## src/rtl/regfile_mp_pkg.sv

```systemverilog
// -----------------------------------------------------------------------------
// regfile_mp_pkg
// Shared types and default sizing for the multi-ported register file.
//   rf_state_e    : clear-sequencer state (RF_IDLE, RF_CLEAR)
//   RF_WIDTH_DEF  : default data word width
//   RF_DEPTH_DEF  : default number of registers
// -----------------------------------------------------------------------------
package regfile_mp_pkg;

   typedef enum logic {
      RF_IDLE  = 1'b0,
      RF_CLEAR = 1'b1
   } rf_state_e;

   localparam int RF_WIDTH_DEF = 16;
   localparam int RF_DEPTH_DEF = 8;

endpackage : regfile_mp_pkg

```

## src/rtl/regfile_rdport.sv

```systemverilog
// -----------------------------------------------------------------------------
// regfile_rdport
// One registered read port: captures the selected word when enabled and
// raises a one-cycle valid strobe. Data holds its last value when idle.
// Ports:
//   clk, rst_n : clock, asynchronous active-low reset
//   i_en       : capture enable (read request accepted this cycle)
//   i_data     : already-muxed read word
//   o_data     : registered read data
//   o_valid    : high for the single cycle following an accepted read
// -----------------------------------------------------------------------------
module regfile_rdport #(
   parameter int WIDTH = 16
) (
   input  logic             clk,
   input  logic             rst_n,
   input  logic             i_en,
   input  logic [WIDTH-1:0] i_data,
   output logic [WIDTH-1:0] o_data,
   output logic             o_valid
);

   logic [WIDTH-1:0] r_data;
   logic             r_valid;

   // NOTE: sequential state uses non-blocking (<=) so every flop samples
   // pre-edge values regardless of process evaluation order.
   always_ff @(posedge clk or negedge rst_n) begin
      if (!rst_n) begin
         r_data  <= '0;
         r_valid <= 1'b0;
      end else begin
         r_valid <= i_en;
         if (i_en) begin
            r_data <= i_data;
         end
      end
   end

   assign o_data  = r_data;
   assign o_valid = r_valid;

endmodule : regfile_rdport

```

## src/rtl/regfile_mp.sv

```systemverilog
// -----------------------------------------------------------------------------
// regfile_mp
// Parametrised register file with one synchronous write port, two independent
// registered read ports (A, B) and a run-time clear sweep that zeroes one
// entry per cycle while busy is high.
//
// Configuration macro: REGFILE_BYPASS_EN
//   defined   : write-first; a read colliding with a same-cycle write returns
//               the incoming data_in.
//   undefined : read-first; a colliding read returns the pre-write contents.
//
// Ports:
//   clk, rst_n              : clock, asynchronous active-low reset
//   data_in, writenum, write: write port
//   readnum_a, rd_en_a      : port A request
//   data_out_a, valid_a     : port A registered data and one-cycle valid
//   readnum_b, rd_en_b      : port B request
//   data_out_b, valid_b     : port B registered data and one-cycle valid
//   clr                     : start clear sweep (sampled only when idle)
//   busy                    : clear sweep in progress (DEPTH cycles)
// -----------------------------------------------------------------------------
module regfile_mp
   import regfile_mp_pkg::*;
#(
   parameter int WIDTH = RF_WIDTH_DEF,
   parameter int DEPTH = RF_DEPTH_DEF
) (
   input  logic                     clk,
   input  logic                     rst_n,
   input  logic [WIDTH-1:0]         data_in,
   input  logic [$clog2(DEPTH)-1:0] writenum,
   input  logic                     write,
   input  logic [$clog2(DEPTH)-1:0] readnum_a,
   input  logic                     rd_en_a,
   output logic [WIDTH-1:0]         data_out_a,
   output logic                     valid_a,
   input  logic [$clog2(DEPTH)-1:0] readnum_b,
   input  logic                     rd_en_b,
   output logic [WIDTH-1:0]         data_out_b,
   output logic                     valid_b,
   input  logic                     clr,
   output logic                     busy
);

   localparam int            AW       = $clog2(DEPTH);
   localparam logic [AW-1:0] LAST_IDX = AW'(DEPTH - 1);

   logic [WIDTH-1:0] r_mem [DEPTH];
   rf_state_e        r_state;
   logic [AW-1:0]    r_cnt;
   logic             r_busy;

   logic             w_idle;
   logic             w_wr;
   logic             w_rd_a;
   logic             w_rd_b;
   logic [WIDTH-1:0] w_mux_a;
   logic [WIDTH-1:0] w_mux_b;

   assign w_idle = (r_state == RF_IDLE);
   // clr wins over a simultaneous write; reads in the same cycle still go out.
   assign w_wr   = w_idle & write & ~clr;
   assign w_rd_a = w_idle & rd_en_a;
   assign w_rd_b = w_idle & rd_en_b;

`ifdef REGFILE_BYPASS_EN
   // Write-first: forward data_in only for a write that will actually land.
   assign w_mux_a = (w_wr && (readnum_a == writenum)) ? data_in : r_mem[readnum_a];
   assign w_mux_b = (w_wr && (readnum_b == writenum)) ? data_in : r_mem[readnum_b];
`else
   // Read-first: the array read sees the pre-edge contents.
   assign w_mux_a = r_mem[readnum_a];
   assign w_mux_b = r_mem[readnum_b];
`endif

   // Clear sequencer. busy is a flop set on entry so it rises the cycle after
   // clr is sampled and stays high for exactly DEPTH cycles (counter 0..DEPTH-1).
   always_ff @(posedge clk or negedge rst_n) begin
      if (!rst_n) begin
         r_state <= RF_IDLE;
         r_cnt   <= '0;
         r_busy  <= 1'b0;
      end else begin
         case (r_state)
            RF_IDLE: begin
               if (clr) begin
                  r_state <= RF_CLEAR;
                  r_cnt   <= '0;
                  r_busy  <= 1'b1;
               end
            end
            RF_CLEAR: begin
               if (r_cnt == LAST_IDX) begin
                  r_state <= RF_IDLE;
                  r_busy  <= 1'b0;
               end else begin
                  r_cnt <= r_cnt + AW'(1);
               end
            end
            default: begin
               r_state <= RF_IDLE;
               r_busy  <= 1'b0;
            end
         endcase
      end
   end

   // NOTE: the array is reset explicitly because the datapath relies on every
   // register reading zero after reset; this forces flops rather than a RAM macro.
   always_ff @(posedge clk or negedge rst_n) begin
      if (!rst_n) begin
         for (int i = 0; i < DEPTH; i++) begin
            r_mem[i] <= '0;
         end
      end else if (r_state == RF_CLEAR) begin
         r_mem[r_cnt] <= '0;
      end else if (w_wr) begin
         r_mem[writenum] <= data_in;
      end
   end

   regfile_rdport #(.WIDTH(WIDTH)) u_rdport_a (
      .clk     (clk),
      .rst_n   (rst_n),
      .i_en    (w_rd_a),
      .i_data  (w_mux_a),
      .o_data  (data_out_a),
      .o_valid (valid_a)
   );

   regfile_rdport #(.WIDTH(WIDTH)) u_rdport_b (
      .clk     (clk),
      .rst_n   (rst_n),
      .i_en    (w_rd_b),
      .i_data  (w_mux_b),
      .o_data  (data_out_b),
      .o_valid (valid_b)
   );

   assign busy = r_busy;

endmodule : regfile_mp

```

## config.mk

```make
export PLATFORM = sky130hd
export DESIGN_NAME = regfile_mp
export DESIGN_NICKNAME = d
export VERILOG_FILES = /design/src/rtl/regfile_mp_pkg.sv /design/src/rtl/regfile_rdport.sv /design/src/rtl/regfile_mp.sv
export SDC_FILE = /design/constraint.sdc
export NUM_CORES = 1
export LEC_CHECK = 0
export BUFFER_PORTS_ARGS = -buffer_cell sky130_fd_sc_hd__buf_2
export CORE_ASPECT_RATIO = 1.2
export CORE_UTILIZATION = 60
export CTS_CLUSTER_SIZE = 30
export DETAILED_ROUTE_END_ITERATION = 8
export GPL_ROUTABILITY_DRIVEN = 0
export HOLD_SLACK_MARGIN = 0.06
export PLACE_DENSITY = 0.82
export SLEW_MARGIN = 20
export SYNTH_ARGS = -nofsm -noshare
export SYNTH_HDL_FRONTEND = slang
export SYNTH_SLANG_ARGS = --single-unit
```

## constraint.sdc

```tcl
create_clock -name clk -period 2.5 [get_ports clk]
set_input_delay 0 -clock clk [delete_from_list [all_inputs] [get_ports clk]]
set_output_delay 0 -clock clk [all_outputs]
set_load 0.005 [all_outputs]
```

==> reports/results.tsv <==
metric	value	unit
status	finished clean	
arrival	2.32	ns
fin_nets	909	
instances_no_fill	1088	
path_depth	3	
grt_first_pass_wirelength	39700	um
critical_path.startpoint_type	flop	
slowest_delay	0.59	ns
p_leak	5.48	nW
num_rows	48	
grt_max_degree	83	
path_class	flop to flop	
post-layout-total-power	10.4	mW
cts_made_buffers	17	
start_util	61.7	%
comb_power_share	30.2	%
cellPowerDensity	1010	nW/um2
drc_errors	0	
critical_path_required	2.84	ns
holdPathStages	4	
ys_seq_area_share	46.8	%
cts_resized	0	
antenna_found_initial	0	
p_seq_share	41.9	%
worst_pin_slew	1.11	ns
die-area	15400	um2
holdWs	0.0906	ns
drtAntennaViolNets	0	
postSynthCellCount	809	
num_vias	6987	
finalWorstSetupSlack	0.525	ns
cts_setup_buffers	0	
final_cell_area	10200	um2
postPlaceCellArea	9410	um2
rsz0062_at_grt	no	
cts.clk_slew.worst_paths	0.07	ns
core	14500	um2
worst_hold_path_type	input port to flop	
fmax	506	MHz
p_sw	3.55	mW
synth_nets	843	
post-place-ws	0.569	ns
fin_crit_sh	79.0	%
tns	0	ns
crit_fanout	20	
finalSetupViolCount	0	
cts_max_path_buffers	2	
tritoncts	built	
synth_area	8930	um2
fp.dieW	113	um
worst_setup_path_end_kind	flop	
yosys.area.top_type	dfrtp_1	
clock_power_share	27.9	%
finClkSkew	0.00872	ns
cts_root_buffer	clkbuf_16	
yosys-top-cells-area	dfrtp_1 (47%), mux2i_1 (22%), mux2_2 (8.3%), nand2_1 (6.9%), a22o_1 (3.1%)	
drive_gt1_share	22.1	%
utilization	70.8	%
post-route-min-period	1.98	ns
p_int	6.83	mW
reg2regPathDepth	3	
worstPathCellList	nor4b_4 -> nand2_2 -> mux2i_1	
cts.sinks	167	
grt-ovfl-total	0	
io_buffers	65	
ir_drop	0.000727	V
postSynthAreaPerCell	11.0	um2
hpwl	15500	um
ys_ff_latch	167	
crit_family	simple AND/OR/NAND/NOR gates	
insertion_delay	0.44	ns
n_antenna_cell	0	
die_h	136	um
crit_buf_inv	0	
ys_warn_count	0	
synthToLayoutAreaGrowth	14.6	%
fillers	993	
viasPerCell	6.42	
relSlewSlack	25.9	%
drt_iter0_drc	706	
first_pass_iters	5	
dp_cells	1038	
synth_top_area_share	46.8	%
critPathSlowestCell	dfrtp_1	
cap_violations	0	
drv_slew	0	
wire_per_inst	23.5	um
num_io_pins	66	
htreeDepth	4	
grt_usage	34.8	%
swShare	34.2	%
hold_viol_final	0	
yosys.cell_types.count	27	
grt_pass1_vias	7262	
drt-total-wl	25500	um
[area by class of cell]
class                           instances  area (um2)  area share [%]
Multi-Input combinational cell        561        4330            42.3
Sequential cell                       167        4180            40.8
Clock inverter                         13         201            1.97
Inverter                               20        75.1           0.733
Clock buffer                           19         453            4.42
Tap cell                              200         250            2.44
Timing Repair Buffer                  108         749            7.32
[placed cells by master (no fill, tap or decap)]
master and count:
inv_1 20, buf_2 64, and3_1 2, nand2_2 6, nand4_1 1, xnor2_1 1
clkbuf_8 2, dfrtp_1 167, a22o_1 32, nand4bb_1 3, or4b_1 1, o22ai_1 33
o21ai_0 3, o31ai_1 32, nand2_1 165, clkinvlp_4 3, ha_1 3, nor2b_1 4
nor4b_4 1, buf_12 4, bufinv_16 5, buf_4 21, clkinv_4 1, buf_6 1
nand2b_1 7, mux2_2 66, nor2_1 4, clkinv_2 4, mux2i_1 193, nand4b_1 3
and4bb_4 1, clkbuf_16 17, dlygate4sd3_1 18
[flip-flops by register name (all words and copies together) (netlist names)]
name,flops
u_rdport_a.o_data,16
r_state,1
r_mem,128
u_rdport_b.o_valid,1
busy,1
u_rdport_b.o_data,16
r_cnt,3
u_rdport_a.o_valid,1
[cell usage after synthesis]
master / n
inv_1: 20
nor4b_4: 1
a22o_1: 32
o31ai_1: 32
nand4_1: 1
buf_6: 8
or4b_1: 1
buf_12: 1
nand4bb_1: 3
ha_1: 3
dfrtp_1: 167
o21ai_0: 3
and3_1: 2
xnor2_1: 1
nand4b_1: 3
mux2i_1: 193
and4bb_4: 1
buf_2: 15
buf_4: 6
nor2b_1: 4
nand2_2: 6
mux2_2: 66
nand2b_1: 7
nand2_1: 165
o22ai_1: 33
nor2_1: 4
clkbuf_1: 31
[routing by layer]
| metal | track usage, % | share of wire (%) | vias to the layer above |
|---|---|---|---|
| li1 | - | - | 3008 |
| met1 | 43.3 | 40 | 3503 |
| met2 | 58.6 | 49 | 397 |
| met3 | 6.17 | 7.4 | 79 |
| met4 | 17.3 | 3.8 | 0 |
| met5 | 0 | 0 | - |
[final timing paths]
check                                 startpoint                    end  slack [ns]
setup reg to reg                         r_state              r_mem[86]        0.52
setup / recovery                         r_state              r_mem[86]        0.52
hold / removal                           rd_en_a     u_rdport_a.o_valid        0.09
min in group asynchronous                  rst_n   u_rdport_b.o_data[6]        0.10
hold reg to reg            u_rdport_a.o_data[11]  u_rdport_a.o_data[11]        0.48
max in group asynchronous                  rst_n              r_mem[64]        1.59
[worst min-delay path, stage by stage]
cell and delay, ns:
buf_2 0.08, nand2b_1 0.04, buf_4 0.25, inv_1 0.09
[power groups by stage]
stage                     logic [mW]  registers, mW  clock network (mW)
after global placement          2.87           4.24                   0
after global routing            3.38           4.44                3.02
final                           3.13           4.35                2.90
after detailed placement        3.02           4.34                   0
after floorplan                 2.10           4.08                   0
after CTS                       3.10           4.31                2.91
[cells by family (layout without fill, tap and decap cells)]
| group | after synthesis | after routing | share of synthesized area [%] |
|---|---|---|---|
| AOI/OAI and AO/OA | 100 | 100 | 8.31 |
| DFF | 167 | 167 | 46.8 |
| adders and majority gates | 3 | 3 | 0.420 |
| and+or+nand+nor | 198 | 198 | 9.73 |
| buffers and inverters | 81 | 160 | 4.72 |
| muxes | 259 | 259 | 29.9 |
| xor gates and xnor gates | 1 | 1 | 0.0981 |
[repair_timing]
action,CTS,global route
setup endpoints to repair,0,0
endpoints found under the hold margin,214,0
hold buffers,18,0
(Power assumes the default switching activity.)
